[config.mk]
export PLATFORM = sky130hd
export DESIGN_NAME = freq_meas_sequencer
export DESIGN_NICKNAME = d
export VERILOG_FILES = /design/src/rtl/freq_meas_pkg.sv /design/src/rtl/freq_meas_sequencer.sv
export SDC_FILE = /design/constraint.sdc
export NUM_CORES = 1
export LEC_CHECK = 0
export CAP_MARGIN = 40
export CORE_MARGIN = 5
export CORE_UTILIZATION = 42
export DETAILED_ROUTE_END_ITERATION = 10
export MAX_ROUTING_LAYER = met4
export PLACE_DENSITY_LB_ADDON = 0.1
export SYNTH_ARGS = -nofsm -noshare
export SYNTH_HDL_FRONTEND = slang
export SYNTH_SLANG_ARGS = --single-unit
[constraint.sdc]
create_clock -name clk_in -period 3.2 [get_ports clk_in]
set_input_delay 0.32 -clock clk_in [delete_from_list [all_inputs] [get_ports clk_in]]
set_output_delay 0.32 -clock clk_in [all_outputs]
set_load 0.02 [all_outputs]
[src/rtl/freq_meas_pkg.sv]
// Shared types and constants for the frequency-measurement sequencer.
package freq_meas_pkg;

  // Measurement phases, in the order a normal cycle walks through them.
  typedef enum logic [2:0] {
    ST_IDLE    = 3'd0,
    ST_CLEAR   = 3'd1,
    ST_GATE    = 3'd2,
    ST_SETTLE  = 3'd3,
    ST_LATCH   = 3'd4,
    ST_SEND    = 3'd5,
    ST_HOLDOFF = 3'd6
  } meas_state_t;

  // Digit value shown on every position when the counter has overflowed.
  localparam logic [3:0] BCD_NINE = 4'h9;

  // Largest of four cycle counts; sizes the shared phase timer.
  function automatic int max_of4(input int a, input int b, input int c, input int d);
    int m;
    m = a;
    if (b > m) m = b;
    if (c > m) m = c;
    if (d > m) m = d;
    return m;
  endfunction

endpackage

[src/rtl/freq_meas_sequencer.sv]
// Measurement sequencer: clear -> gate -> settle -> latch -> send -> holdoff.
// Drives the BCD counter's clear/gate lines and hands each latched result
// (digits plus overflow flag) to the display streamer.
module freq_meas_sequencer
  import freq_meas_pkg::*;
#(
  parameter int DIGITS_NUM     = 6,
  parameter int GATE_CYCLES    = 1000000,
  parameter int CLEAR_CYCLES   = 2,
  parameter int SETTLE_CYCLES  = 3,
  parameter int HOLDOFF_CYCLES = 0
) (
  input  logic                    clk_in,
  input  logic                    reset_in,
  input  logic                    run_in,
  input  logic                    single_stb_in,
  input  logic [4*DIGITS_NUM-1:0] cnt_digits_in,
  input  logic                    cnt_carry_in,
  input  logic                    ready_in,
  output logic                    cnt_reset,
  output logic                    cnt_enable,
  output logic [4*DIGITS_NUM-1:0] digits_out,
  output logic                    overflow,
  output logic                    write_stb,
  output logic                    busy
);

  localparam int DW      = 4 * DIGITS_NUM;
  localparam int MAX_CYC = max_of4(GATE_CYCLES, CLEAR_CYCLES, SETTLE_CYCLES, HOLDOFF_CYCLES);
  localparam int TMR_W   = $clog2(MAX_CYC) + 1;

  // Timer reload values: each timed phase lasts (load + 1) cycles.
  localparam logic [TMR_W-1:0] CLEAR_LD  = TMR_W'(CLEAR_CYCLES - 1);
  localparam logic [TMR_W-1:0] GATE_LD   = TMR_W'(GATE_CYCLES - 1);
  localparam logic [TMR_W-1:0] SETTLE_LD = TMR_W'(SETTLE_CYCLES - 1);
  localparam logic [TMR_W-1:0] HOLD_LD   = TMR_W'((HOLDOFF_CYCLES > 0) ? (HOLDOFF_CYCLES - 1) : 0);

  meas_state_t      state;
  logic [TMR_W-1:0] tmr;
  logic             sticky_ovf;

  // An overflowed count is meaningless, so the display shows all nines.
  function automatic logic [DW-1:0] sat_digits(input logic [DW-1:0] digits, input logic ovf);
    if (ovf) return {DIGITS_NUM{BCD_NINE}};
    return digits;
  endfunction

  // Sequencer FSM; every output is registered and set on the transition
  // into the phase that needs it.
  always_ff @(posedge clk_in or posedge reset_in) begin
    if (reset_in) begin
      state      <= ST_IDLE;
      tmr        <= '0;
      sticky_ovf <= 1'b0;
      cnt_reset  <= 1'b1;
      cnt_enable <= 1'b0;
      digits_out <= '0;
      overflow   <= 1'b0;
      write_stb  <= 1'b0;
      busy       <= 1'b0;
    end else begin
      write_stb <= 1'b0;
      case (state)
        ST_IDLE: begin
          cnt_reset <= 1'b1;
          if (run_in || single_stb_in) begin
            state      <= ST_CLEAR;
            tmr        <= CLEAR_LD;
            sticky_ovf <= 1'b0;
            busy       <= 1'b1;
          end
        end

        ST_CLEAR: begin
          if (tmr == '0) begin
            state      <= ST_GATE;
            tmr        <= GATE_LD;
            cnt_reset  <= 1'b0;
            cnt_enable <= 1'b1;
          end else begin
            tmr <= tmr - 1'b1;
          end
        end

        ST_GATE: begin
          sticky_ovf <= sticky_ovf | cnt_carry_in;
          if (tmr == '0) begin
            state      <= ST_SETTLE;
            tmr        <= SETTLE_LD;
            cnt_enable <= 1'b0;
          end else begin
            tmr <= tmr - 1'b1;
          end
        end

        // Carry can still arrive through the counter-side synchroniser here.
        ST_SETTLE: begin
          sticky_ovf <= sticky_ovf | cnt_carry_in;
          if (tmr == '0) begin
            state <= ST_LATCH;
          end else begin
            tmr <= tmr - 1'b1;
          end
        end

        ST_LATCH: begin
          digits_out <= sat_digits(cnt_digits_in, sticky_ovf);
          overflow   <= sticky_ovf;
          state      <= ST_SEND;
        end

        // The streamer holds ready until it is written, so the strobe that
        // appears the cycle after ready is seen still meets a ready streamer.
        ST_SEND: begin
          if (ready_in) begin
            write_stb <= 1'b1;
            if (HOLDOFF_CYCLES > 0) begin
              state <= ST_HOLDOFF;
              tmr   <= HOLD_LD;
            end else if (run_in) begin
              state      <= ST_CLEAR;
              tmr        <= CLEAR_LD;
              sticky_ovf <= 1'b0;
              cnt_reset  <= 1'b1;
            end else begin
              state     <= ST_IDLE;
              cnt_reset <= 1'b1;
              busy      <= 1'b0;
            end
          end
        end

        ST_HOLDOFF: begin
          if (tmr == '0) begin
            if (run_in) begin
              state      <= ST_CLEAR;
              tmr        <= CLEAR_LD;
              sticky_ovf <= 1'b0;
              cnt_reset  <= 1'b1;
            end else begin
              state     <= ST_IDLE;
              cnt_reset <= 1'b1;
              busy      <= 1'b0;
            end
          end else begin
            tmr <= tmr - 1'b1;
          end
        end

        default: begin
          state      <= ST_IDLE;
          cnt_reset  <= 1'b1;
          cnt_enable <= 1'b0;
          busy       <= 1'b0;
        end
      endcase
    end
  end

endmodule

==> results.py <==
metrics = {
    "synthesis": {
        "ys_async_sr_fraction": 1.000,
        "synth_cell_types": 43,
        "synth_top_area_cell": "dfrtp_1",
        "synth_common_cells": "o21ai_0, dfrtp_1, nand2_1",
        "synth_top_area_frac": 0.4741,
        "synth_seq_cells": 54,
        "yosys_warnings": 0,
        "seq_area_frac_synth": 0.4835,
        "synth.net_count": 362,
        "synth.most_common_cell": "o21ai_0",
        "netlist_instances": 331,
        "synthTopCellsByArea": "dfrtp_1, o21ai_0, nand2_1",
        "synth_edf_count": 0,
        "syn_area_sq_um": 2798,
        "synth_flop_cell": "dfrtp_1",
        "avgSynthCellArea_sq_um": 8.452,
    },
    "routing": {
        "wirelength_mm": 6.974,
        "dr.max_layer_used": "met4",
        "detailedRoute.firstIterationViolations": 138,
        "post_drt_via_cell_ratio": 5.541,
        "firstDrtPassIters": 4,
        "dr_wl_met2_mm": 3.027,
        "drc_errors": 0,
        "wl_met1_mm": 3.419,
        "via_count": 2571,
        "met3_length_um": 474,
        "drtAntennaViolNets": 0,
        "wire_per_inst_um": 15.03,
    },
    "grt": {
        "track_usage": 0.1720,
        "grt_max_degree": 50,
        "grt-ovfl-total": 0,
        "antenna_found_initial": 0,
        "grt_pass1_vias": 2407,
        "grt_pass1_wl_mm": 11.70,
    },
    "placed_design": {
        "dp_hpwl_mm": 4.953,
        "routabilityCongestion": 0.8682,
        "port_buffers": 58,
    },
    "critical_path": {
        "worstPathMaxFanout": 8,
        "required_ns": 3.42,
        "arrival_ns": 2.97,
        "crit_type": "reg2reg",
        "end_kind": "flip-flop",
        "cp-start-kind": "flip-flop",
        "ff2ff_path_depth": 7,
    },
    "timing": {
        "max_slew.worst_pin.slew_ns": 0.7196,
        "finalHoldViolCount": 0,
        "fmax_mhz": 364.2,
        "drv_slew": 0,
        "slew_headroom": 0.5159,
        "fin_crit_ns": 2.746,
        "tns_ns": 0,
        "fin_worst_skew_ns": 0.008163,
        "setup_viol_count_final": 0,
        "min_period_over_period": 0.8581,
        "rsz0062_at_grt": "false",
        "timing.hold.ws_ns": 0.3248,
    },
    "power": {
        "p_leak_uw": 0.001567,
        "powerDensity_nw_per_um2": 822.7,
        "power_frac_comb": 0.415,
        "p_int_uw": 1798,
        "p_sw_uw": 1172,
        "p_seq_frac": 0.397,
        "p_sw_frac": 0.3946,
        "ir_drop_mv": 0.4026,
        "clock_power_share": 0.187,
    },
    "clock_tree": {
        "cts_hold_buffers": 0,
        "cts_buffers": 5,
        "clock-root-buffer": "clkbuf_8",
        "cts_tree": "yes",
        "postCtsSetupBuffers": 0,
        "cts.path.max_buffers": 2,
        "clkTransAtPathRegs_ns": 0.10,
        "insertion_delay_ns": 0.31,
        "ctsResizeCount": 0,
        "cts-htree-levels": 2,
        "clock_sinks": 54,
    },
    "hold_path": {
        "min_path_type": "in2async",
    },
    "floorplanning": {
        "die_area_sq_um": 8393,
        "die_h_um": 91.62,
        "row_count": 29,
        "fp.coreArea_sq_um": 6422,
        "die_x_um": 91.62,
        "ios": 59,
        "initial_core_util": 0.4356,
    },
    "final_layout": {
        "final_nets": 417,
        "drive_above_1_share": 0.05943,
        "layout.area.seq_sq_um": 1353,
        "diodes": 0,
        "multiInputGateArea_sq_um": 1324,
        "area_delta_synth_final_pct": 29.02,
        "n_fill_cell": 582,
    },
    "run_status": {
        "status": "finished, final reports clean",
    },
    "flow_run": {
        "cap_violations": 0,
    },
}
## cells by family after synthesis
family                   count (synthesis)  share of synthesized area
flip-flops                              54                     0.4835
AND/OR/NAND/NOR                        146                     0.2545
XOR/XNOR                                 1                   0.003131
adder cells (fa/ha/maj)                  1                   0.004472
buffers and inverters                   28                    0.04338
multiplexers                             1                   0.003578
AO/OA/AOI/OAI                          100                     0.2075
## worst max-delay path: stages, from the launching register on
cell and delay, ns:
dfrtp_1 0.45, nor4_1 0.67, and4_1 0.35, a21boi_0 0.12
o21ai_0 0.61, buf_4 0.28, o21ai_0 0.10, o21ai_0 0.09
## registers in the layout, summed over array words and instances (netlist names)
signal and flops:
sticky_ovf 1, busy 1, cnt_reset 1, cnt_enable 1, tmr 21, state 3, write_stb 1, digits_out 24
overflow 1
## path summary, 6_finish.rpt
path	startpoint	end	slack, ns
max reg2reg	tmr[2]	tmr[2]	0.45
max in group asynchronous	reset_in	tmr[13]	2.21
min in group clk_in	digits_out[8]	digits_out[8]	0.49
max	tmr[2]	tmr[2]	0.45
min	reset_in	digits_out[19]	0.32
min reg2reg	digits_out[8]	digits_out[8]	0.49
## per-layer routing
metal  GRT usage  vias up
met5           -        -
met4     0.03392        0
met3     0.03601        4
met2      0.2678       89
met1      0.2338     1188
li1            -     1290
## cell type report
type	instances	share of cell area
multi-input cells	249	0.3667
repair buffers	67	0.1830
inverters	9	0.009359
clock inverters	2	0.01664
flip-flops and latches	54	0.3747
well taps	77	0.02669
clock buffers	6	0.02288
## power groups by stage
stage	registers [uW]	clock network [uW]	logic (uW)
CTS	1180	573	1240
finish	1180	557	1230
global placement	1190	0	1210
detailed placement	1190	0	1240
global route	1220	603	1380
floorplan	1210	0	755
## cells in the final DEF, fill, tap and decap left out, drive strengths merged, types with 7 or more instances in the layout
master,Yosys,layout
inv,9,9
o21ai,54,54
clkdlybuf4s50,0,58
nor4,7,7
nor3,14,14
a31oi,13,13
dfrtp,53,53
a21oi,9,9
nor2,36,36
nand3,9,9
buf,4,9
nand2b,12,12
nand2,49,49
## stage by stage
step / setup WS [ns] / total power (uW) / util / cells / area (sq um)
after floorplan: 0.9429 / 1960 / - / 331 / 2798
after global placement: 0.5003 / 2399 / 0.5367 / 455 / 3447
after detailed placement: 0.4831 / 2424 / 0.5398 / 456 / 3467
after CTS: 0.4422 / 2988 / 0.5620 / 464 / 3610
after global routing: 0.1932 / 3199 / 0.5620 / 464 / 3610
final: 0.4540 / 2970 / 0.5620 / 464 / 3610
Power figures use the tool's default switching activity.
